File: src/rtl/cpu_fetch_pkg.sv
// ---------------------------------------------------------------------------
// cpu_fetch_pkg
// Shared constants and types for the instruction-fetch stage.
//   DEF_PC_W / DEF_INSTR_W   default program-counter and instruction widths
//   DEF_PC_STEP              default sequential PC increment
//   DEF_QUEUE_DEPTH          default prefetch queue depth
//   DEF_RESET_PC             default PC loaded on reset
//   fetch_entry_t            packed {pc, instr} pair at the default widths
// ---------------------------------------------------------------------------
package cpu_fetch_pkg;

    localparam int DEF_PC_W        = 16;
    localparam int DEF_INSTR_W     = 16;
    localparam int DEF_PC_STEP     = 2;
    localparam int DEF_QUEUE_DEPTH = 4;
    localparam int DEF_RESET_PC    = 0;

    typedef struct packed {
        logic [DEF_PC_W-1:0]    pc;
        logic [DEF_INSTR_W-1:0] instr;
    } fetch_entry_t;

endpackage

File: src/rtl/fetch_queue.sv
// ---------------------------------------------------------------------------
// fetch_queue
// In-order prefetch FIFO of {pc, instr} entries. Read and write pointers
// carry one extra MSB so full and empty are told apart without a separate
// flag. The head is read straight from storage, so a pushed word becomes
// visible one cycle after the push.
// Ports:
//   clk, reset_n              clock, asynchronous active-low reset
//   flush                     empty the queue (wins over push)
//   push, push_pc, push_instr write one entry at the tail
//   pop                       retire the head entry (caller guarantees valid)
//   count                     number of stored entries, 0..DEPTH
//   head_valid                queue not empty
//   head_pc, head_instr       head entry contents
// ---------------------------------------------------------------------------
module fetch_queue
    import cpu_fetch_pkg::*;
#(
    parameter int PC_W    = DEF_PC_W,
    parameter int INSTR_W = DEF_INSTR_W,
    parameter int DEPTH   = DEF_QUEUE_DEPTH
) (
    input  logic                     clk,
    input  logic                     reset_n,
    input  logic                     flush,
    input  logic                     push,
    input  logic [PC_W-1:0]          push_pc,
    input  logic [INSTR_W-1:0]       push_instr,
    input  logic                     pop,
    output logic [$clog2(DEPTH):0]   count,
    output logic                     head_valid,
    output logic [PC_W-1:0]          head_pc,
    output logic [INSTR_W-1:0]       head_instr
);

    localparam int AW = $clog2(DEPTH);

    typedef struct packed {
        logic [PC_W-1:0]    pc;
        logic [INSTR_W-1:0] instr;
    } entry_t;

    entry_t      mem [DEPTH];
    logic [AW:0] wr_ptr;
    logic [AW:0] rd_ptr;

    // Pointer and storage update. Storage is cleared on reset so the head
    // outputs read zero until the first word arrives.
    always_ff @(posedge clk or negedge reset_n) begin
        if (!reset_n) begin
            wr_ptr <= '0;
            rd_ptr <= '0;
            for (int i = 0; i < DEPTH; i++) begin
                mem[i] <= '0;
            end
        end else if (flush) begin
            wr_ptr <= '0;
            rd_ptr <= '0;
        end else begin
            if (push) begin
                mem[wr_ptr[AW-1:0]] <= '{pc: push_pc, instr: push_instr};
                wr_ptr              <= wr_ptr + 1'b1;
            end
            if (pop) begin
                rd_ptr <= rd_ptr + 1'b1;
            end
        end
    end

    assign count      = wr_ptr - rd_ptr;
    assign head_valid = (wr_ptr != rd_ptr);
    assign head_pc    = mem[rd_ptr[AW-1:0]].pc;
    assign head_instr = mem[rd_ptr[AW-1:0]].instr;

endmodule

File: src/rtl/fetch_unit.sv
// ---------------------------------------------------------------------------
// fetch_unit
// Instruction-fetch stage: PC register and incrementer, request issue to a
// 1-cycle-latency instruction memory, squash tracking for redirects, and a
// prefetch queue feeding decode over valid/ready.
// Optional feature macro: FETCH_PERF_CNT_EN adds fetch_cnt, stall_cnt and
// redirect_cnt (32-bit, wrapping) performance counters.
// Ports:
//   clk, reset_n              clock, asynchronous active-low reset
//   redirect, redirect_pc     taken branch/jump and its target
//   imem_req, imem_addr       memory request and address (= pc_out)
//   imem_rdata                memory data, valid the cycle after imem_req
//   out_valid, out_ready      decode handshake
//   out_instr, out_pc         head instruction and its PC
//   pc_out, pc_next           current fetch PC and its sequential successor
// ---------------------------------------------------------------------------
module fetch_unit
    import cpu_fetch_pkg::*;
#(
    parameter int              PC_W        = DEF_PC_W,
    parameter int              INSTR_W     = DEF_INSTR_W,
    parameter int              PC_STEP     = DEF_PC_STEP,
    parameter int              QUEUE_DEPTH = DEF_QUEUE_DEPTH,
    parameter logic [PC_W-1:0] RESET_PC    = PC_W'(DEF_RESET_PC)
) (
    input  logic               clk,
    input  logic               reset_n,
    input  logic               redirect,
    input  logic [PC_W-1:0]    redirect_pc,
    output logic               imem_req,
    output logic [PC_W-1:0]    imem_addr,
    input  logic [INSTR_W-1:0] imem_rdata,
    output logic               out_valid,
    input  logic               out_ready,
    output logic [INSTR_W-1:0] out_instr,
    output logic [PC_W-1:0]    out_pc,
    output logic [PC_W-1:0]    pc_out,
    output logic [PC_W-1:0]    pc_next
`ifdef FETCH_PERF_CNT_EN
    ,
    output logic [31:0]        fetch_cnt,
    output logic [31:0]        stall_cnt,
    output logic [31:0]        redirect_cnt
`endif
);

    localparam int              CW         = $clog2(QUEUE_DEPTH) + 1;
    localparam logic [PC_W-1:0] STEP       = PC_W'(PC_STEP);
    localparam logic [PC_W-1:0] ALIGN_MASK = ~(STEP - 1'b1);

    logic [PC_W-1:0] pc_q;
    logic [PC_W-1:0] tag_q;
    logic            inflight_q;
    logic [CW-1:0]   q_count;
    logic [CW:0]     credit_use;
    logic            credit_ok;
    logic            issue;
    logic            pop;
    logic            push;

    // Credit: stored entries plus the response still on its way, less the
    // entry decode is taking this cycle, must leave room for one more word.
    assign pop        = out_valid && out_ready;
    assign credit_use = {1'b0, q_count} + (CW+1)'(inflight_q) - (CW+1)'(pop);
    assign credit_ok  = credit_use < (CW+1)'(QUEUE_DEPTH);
    assign issue      = !redirect && credit_ok;

    // The request is also gated by reset_n so it drops the instant reset
    // is asserted, not just at the next clock edge.
    assign imem_req  = reset_n && issue;
    assign imem_addr = pc_q;
    assign pc_out    = pc_q;
    assign pc_next   = pc_q + STEP;

    // A response arriving in a redirect cycle belongs to the old path.
    assign push = inflight_q && !redirect;

    // PC, issued-PC tag and in-flight flag. Redirect reloads the PC with
    // the target aligned down to the fetch step.
    always_ff @(posedge clk or negedge reset_n) begin
        if (!reset_n) begin
            pc_q       <= RESET_PC;
            tag_q      <= '0;
            inflight_q <= 1'b0;
        end else begin
            inflight_q <= issue;
            if (redirect) begin
                pc_q <= redirect_pc & ALIGN_MASK;
            end else if (issue) begin
                pc_q  <= pc_next;
                tag_q <= pc_q;
            end
        end
    end

    fetch_queue #(
        .PC_W    (PC_W),
        .INSTR_W (INSTR_W),
        .DEPTH   (QUEUE_DEPTH)
    ) u_queue (
        .clk        (clk),
        .reset_n    (reset_n),
        .flush      (redirect),
        .push       (push),
        .push_pc    (tag_q),
        .push_instr (imem_rdata),
        .pop        (pop),
        .count      (q_count),
        .head_valid (out_valid),
        .head_pc    (out_pc),
        .head_instr (out_instr)
    );

`ifdef FETCH_PERF_CNT_EN
    // Performance counters. A stall is a cycle where only the full queue
    // held back the request; redirect cycles are counted separately.
    always_ff @(posedge clk or negedge reset_n) begin
        if (!reset_n) begin
            fetch_cnt    <= '0;
            stall_cnt    <= '0;
            redirect_cnt <= '0;
        end else begin
            if (issue) begin
                fetch_cnt <= fetch_cnt + 32'd1;
            end
            if (!redirect && !credit_ok) begin
                stall_cnt <= stall_cnt + 32'd1;
            end
            if (redirect) begin
                redirect_cnt <= redirect_cnt + 32'd1;
            end
        end
    end
`endif

endmodule

File: config.mk
export PLATFORM = sky130hd
export DESIGN_NAME = fetch_unit
export DESIGN_NICKNAME = d
export VERILOG_FILES = /design/src/rtl/cpu_fetch_pkg.sv /design/src/rtl/fetch_queue.sv /design/src/rtl/fetch_unit.sv
export SDC_FILE = /design/constraint.sdc
export NUM_CORES = 1
export LEC_CHECK = 0
export ABC_AREA = 1
export CAP_MARGIN = 20
export CORE_AREA = 3 3 134 136
export CTS_CLUSTER_SIZE = 30
export DETAILED_ROUTE_END_ITERATION = 12
export DIE_AREA = 0 0 137 139
export PLACE_DENSITY = 0.86
export SLEW_MARGIN = 20
export SYNTH_ARGS = -nofsm -noshare
export SYNTH_HDL_FRONTEND = slang
export SYNTH_HIERARCHICAL = 1
export SYNTH_SLANG_ARGS = --single-unit
File: constraint.sdc
create_clock -name clk -period 3.4 [get_ports clk]
set_clock_uncertainty 0.05 [all_clocks]
set_input_delay 0.68 -clock clk [delete_from_list [all_inputs] [get_ports clk]]
set_output_delay 0.68 -clock clk [all_outputs]
set_load 0.01 [all_outputs]
==> metrics.txt <==
Initial Utilization=a little over half; critical path's slowest cell=fa_2; DP HPWL=14.4 mm; pwr dens=just under 900 nW/um^2; mapped cell area=9230 um^2; initial drt markers=873; CTS tree=done; #FFs+latches synth=165; drt pass-1 iters=9; critical path class=reg -> out; slowest stage delay, CP=roughly 550 ps; share of layout cells above drive strength 1=between 6 and 7%; initial antenna violation count=0; H-tree lvl count=4; DR vias/cell=between 5 and 6; hold buffers post-CTS=0; vias in the first global route=a little over 8000; CTS Root Cell=clkbuf_16; Overall Power=just under 10000 uW; crit start category=flip-flop; WP data arrival=2640 ps; Die Ht=~140 um; CTS buffer count=17; Netlist cell types=26; filler cell count=between 1000 and 1500; CP required=about 2700 ps; RSZ-0062 raised after global routing=true; Warnings, synthesis=6; Core Region=approximately 17000 um^2; gr usage total=between 20% and 30%; mean post-synth cell area=roughly 7 um^2; global route overflow=0; Max clock buf depth=2; Slew @ Worst Pin=840 ps; Tcrit/Tclk final=99.1%; leakage power=slightly below 0.006 uW; die area=between 15000 and 20000 um^2; Pins Over Slew Limit=0; Nets=approximately 1400; wire length of the first global-routing pass=slightly above 40 mm; WL/cell=roughly 15 um; Max Clock Freq=slightly below 0.3 GHz; Vias=roughly 8600; crit-path cells=ha_4, fa_2, inv_2, inv_2, ha_4, nand3_2, nand3_1, nand2_1, nand2_2, nor3b_4, buf_2; clock latency on the worst-skew pair=roughly 430 ps; Final min period=between 3000 and 4000 ps; io pins=approximately 120; setup TNS=0 ps; Antenna diodes=0; DR DRC count=0; final hold vios=0; Die X=around 140 um; Worst setup EP type=output port; Max-slew headroom=44.0%; post-synthesis sequential area ratio=between 40% and 50%; maximum VDD drop=between 0.0005 and 0.0006 V; final setup fails=0; antenna-violating nets left=0; P&R area growth vs syn=19.8%; largest net degree at the start of global routing=just under 70; Post-Syn Instances=between 1000 and 1500; CTS sink cnt=165; max cap viols=0; status=complete, no violations; Core Util, Final=around two thirds; clk slew on worst S/H paths=around 60 ps; PortBufs=approximately 110; RePlAce Congestion=~0.89; WL final=approximately 24 mm; Hold Path Class=in -> async; CP Max Fanout=2; Site Rows=48
[through the flow]
step	worst slack (ps)	cell area (um^2)	hold slack [ps]	std cells
floorplan	84.8	9260	334	1291
global route	-68.6	11100	88.2	1586
CTS	-44.5	11000	84.3	1586
finish	29.6	11100	79.1	1586
detailed placement	-226	10300	408	1553
global placement	-234	10300	403	1553
[state kept, by name, indices dropped and copies added (netlist names)]
| name | count |
|---|---|
| imem_addr | 15 |
| inflight_q | 1 |
| u_queue/wr_ptr | 3 |
| u_queue/rd_ptr | 3 |
| u_queue/mem | 128 |
| tag_q | 15 |
[kinds of logic (layout without fill, tap and decap cells)]
family	Yosys count	count (layout)	share of synthesized area (%)
and+or+nand+nor	803	803	38.2
xor gates and xnor gates	3	3	0.285
buffers and inverters	272	342	13.5
DFF	165	165	44.7
adders and majority gates	12	12	1.71
other	1	7	0.0406
AOI/OAI and AO/OA	29	29	1.57
[layout by cell type, fill, tap and decap left out]
cell | synthesis | final
clkinvlp_4 | 0 | 1
ha_1 | 11 | 6
buf_4 | 23 | 30
nor2_2 | 0 | 1
and2_1 | 4 | 4
nand3_1 | 95 | 94
inv_1 | 163 | 155
fa_2 | 0 | 1
nor2_4 | 1 | 2
clkinv_4 | 0 | 1
nand3_2 | 5 | 6
nand4_1 | 133 | 133
clkbuf_8 | 0 | 4
bufinv_16 | 0 | 5
clkinv_2 | 0 | 2
nor2_1 | 17 | 15
buf_2 | 54 | 1
clkdlybuf4s50_1 | 0 | 111
nor3_1 | 1 | 1
clkbuf_16 | 0 | 17
ha_4 | 0 | 5
dfrtp_2 | 0 | 1
conb_1 | 1 | 7
inv_2 | 2 | 9
o21ai_0 | 25 | 24
clkbuf_1 | 19 | 3
nor3b_4 | 0 | 1
buf_6 | 9 | 2
dfrtp_1 | 165 | 164
nand2_1 | 543 | 542
buf_12 | 0 | 1
o21ai_1 | 1 | 2
nand2_2 | 3 | 4
a21oi_1 | 3 | 3
xnor2_1 | 1 | 1
xor2_1 | 2 | 2
[worst max-delay path: cells and delay by family (launching register included)]
kind / cells / cell delay (ps)
AND/OR/NAND/NOR: 5 / 560
flip-flops: 1 / 440
adder cells (fa/ha/maj): 3 / 930
buffers and inverters: 3 / 290
[path summary, 6_finish.rpt]
kind | slack, ps | cells after the start | endpoint | from
max | 30 | 11 | imem_req | u_queue/rd_ptr[0]
min | 80 | 1 | u_queue/mem[75] | reset_n
max reg2reg | 490 | 14 | tag_q[8] | u_queue/rd_ptr[0]
min reg2reg | 420 | 2 | u_queue/mem[91] | u_queue/mem[91]
max in group asynchronous | 1640 | 3 | u_queue/mem[61] | reset_n
min in group clk | 420 | 2 | u_queue/mem[91] | u_queue/mem[91]
[final cells by class]
cell class	count	area [um^2]	share of cell area, %
sequential	165	4130	37.4
timing repair buffer	146	1400	12.6
tap	225	282	2.55
clock buffer	23	478	4.32
clock inverter	8	171	1.55
inverter	165	621	5.61
multi-input combinational	854	3980	36.0
[cell usage after synthesis]
cell type | count | area, um^2
xor2_1 | 2 | 17.5
xnor2_1 | 1 | 8.76
buf_2 | 54 | 270
buf_1 | 2 | 7.51
nor3b_1 | 1 | 7.51
nand2_2 | 3 | 18.8
clkbuf_1 | 19 | 71.3
conb_1 | 1 | 3.75
nand3_2 | 5 | 50.1
nor2_1 | 17 | 63.8
nand4_1 | 133 | 832
inv_2 | 2 | 7.51
dfrtp_1 | 165 | 4130
nand3_1 | 95 | 475
nor3_1 | 1 | 5.00
buf_6 | 9 | 101
o21ai_0 | 25 | 125
buf_4 | 23 | 173
fa_1 | 1 | 20.0
inv_1 | 163 | 612
ha_1 | 11 | 138
nor2_4 | 1 | 11.3
and2_1 | 4 | 25.0
o21ai_1 | 1 | 5.00
nand2_1 | 543 | 2040
a21oi_1 | 3 | 15.0
[routing by layer]
layer / up-vias / routed length [um] / global-route usage, %
met2: 383 / 11900 / 42.1
met4: 0 / 463 / 9.77
met5: - / 0 / 0
met3: 46 / 1740 / 3.96
met1: 4061 / 10200 / 35.1
li1: 4145 / - / -
[report_power, final]
group          switching (uW)  total [uW]  internal (uW)  leakage (uW)
logic                    2640        4670           2030       0.00327
clock network             757        2120           1360      0.000313
registers                 503        2990           2490       0.00221
[repair_timing]
| action | CTS | global route |
|---|---|---|
| setup buffers | 2 | 0 |
| pin swaps | 2 | 11 |
| gates resized for setup | 11 | 16 |
| setup endpoints to repair | 2 | 2 |
| endpoints found under the hold margin | 0 | 0 |
Note: power is estimated with default switching activity, not from simulation.
==> RTL edit, RTL diff (same settings) <==
Change the package constant `DEF_PC_W` from 16 to 24.
--- a/src/rtl/cpu_fetch_pkg.sv
+++ b/src/rtl/cpu_fetch_pkg.sv
@@ -9,7 +9,7 @@
 // ---------------------------------------------------------------------------
 package cpu_fetch_pkg;
 
-    localparam int DEF_PC_W        = 16;
+    localparam int DEF_PC_W        = 24;
     localparam int DEF_INSTR_W     = 16;
     localparam int DEF_PC_STEP     = 2;
     localparam int DEF_QUEUE_DEPTH = 4;
Ports: changed (5 resized); port bits go from 118 to 158. No check against the original RTL was run, so the function may have changed too.
==> RTL edit against the unedited design <==
- the run now ends with negative setup slack left
- synthesized area rose by 29%
- hold slack improved by 220 ps
- first-iteration DRC count rose by 43%
- worst setup slack got worse by 210 ps
- wire length rose by 37%
- total power rose by 34%
- cell area rose by 28%
- clock power rose by 25%
- sequential cell count rose by 48
- sequential power rose by 32%
- critical path type unchanged
- critical endpoint unchanged
- largest cell class unchanged
==> RTL edit: results <==
{
  "outcome": "finished with violations",
  "violations": "negative setup slack",
  "grt.met3_usage_pct": 5.33,
  "drt-met1-wl_um": 12800,
  "grt_pass1_wl_um": 54500,
  "cts_buffers": 23,
  "synth.area.top_cells": "dfrtp_1 (45%), nand2_1 (22%), nand4_1 (8.5%)",
  "crit_arrival_ps": 2850,
  "ff2ff_setup_slack_ps": 260,
  "drt_iter0_markers": 1249,
  "portBuffers": 153,
  "worstMarginPinSlew_ps": 1110,
  "place_congestion": 0.836,
  "r2r-end": "tag_q[4]$_DFFE_PN0P_",
  "yosysSeqAreaShare_pct": 44.6,
  "dp_cells": 1919,
  "cp_slowest_stage_delay_ps": 450,
  "via_count": 11297,
  "cts.path.max_buffers": 3,
  "drive_above_1_share_pct": 6.49,
  "track_usage_pct": 34.8,
  "clock_latency_ps": 510,
  "synth_cells": 1644,
  "largest_reg_flops": 160,
  "cts_max_level": 1,
  "wl_met3_um": 3020,
  "ys_types": 31,
  "wl_um": 33100,
  "peakVddDrop_uv": 870,
  "hpwlAfterDp_um": 18400,
  "viasPerCell": 5.75,
  "met2_length_um": 16300,
  "power_leakage_nw": 7.37,
  "yosys-top-cells-count": "nand2_1 (695), dfrtp_1 (213), inv_1 (191)",
  "setup_violations": 3,
  "setup_slack_ps": -178,
  "nFillCells": 1090,
  "finalNetCount": 1781,
  "grt_max_degree": 170,
  "drt_first_pass_iters": 6,
  "top_register": "u_queue/mem",
  "drv_slew": 0,
  "met2_usage_pct": 58.3,
  "grt_util_met1_pct": 45.5,
  "rr_worst_depth": 15
}
-- RTL edit: how the worst max path moves through the flow --
| stage | to | start |
|---|---|---|
| 2_1_floorplan | imem_req | u_queue/rd_ptr[1]$_DFFE_PN0P_ |
| 5_1_grt | imem_req | u_queue/rd_ptr[1]$_DFFE_PN0P_ |
| 4_1_cts | imem_req | u_queue/wr_ptr[0]$_DFFE_PN0P_ |
| 3_5_place_dp | imem_req | out_ready |
| 3_3_place_gp | imem_req | out_ready |
| 6_report | imem_req | u_queue/rd_ptr[0]$_DFFE_PN0P_ |
-- RTL edit: kinds of logic after synthesis --
logic type,Yosys count,share of synthesized area (%)
AOI/OAI and AO/OA,29,1.22
xor gates and xnor gates,12,1.01
adders and majority gates,12,1.32
buffers and inverters,335,13.3
DFF,213,44.6
other,1,0.0314
and+or+nand+nor,1042,38.5
-- RTL edit: final cells by class --
cell class,instances,share of cell area [%]
Clock buffer,30,4.54
Clock inverter,11,1.16
Inverter,194,5.17
Multi-Input combinational cell,1102,36.1
Sequential cell,213,37.7
Tap cell,225,1.99
Timing Repair Buffer,191,13.3
-- RTL edit: what timing repair did --
item	in CTS	in global routing
endpoints found under the setup margin	41	49
pin swaps	5	10
buffers inserted	1	5
gates resized for setup	8	18
-- RTL edit: power by group --
part           total (mW)  internal (mW)  switching (mW)
combinational        6.46           2.74            3.72
clock                2.66           1.63            1.03
sequential           3.95           3.21           0.735
total                13.1           7.59            5.48
-- RTL edit: per-stage QoR --
stage          setup slack [ps]  setup TNS, ps  cell area, um2  power [mW]  hold WS [ps]
2_1_floorplan              13.5              0           12000        7.71           334
3_3_place_gp               -136           -136           13200        9.89           403
3_5_place_dp               -173           -173           13200        10.1           408
4_1_cts                    -199          -2120           14100        12.9           304
5_1_grt                    -297          -2100           14100        14.0           334
6_report                   -178           -194           14100        13.1           303
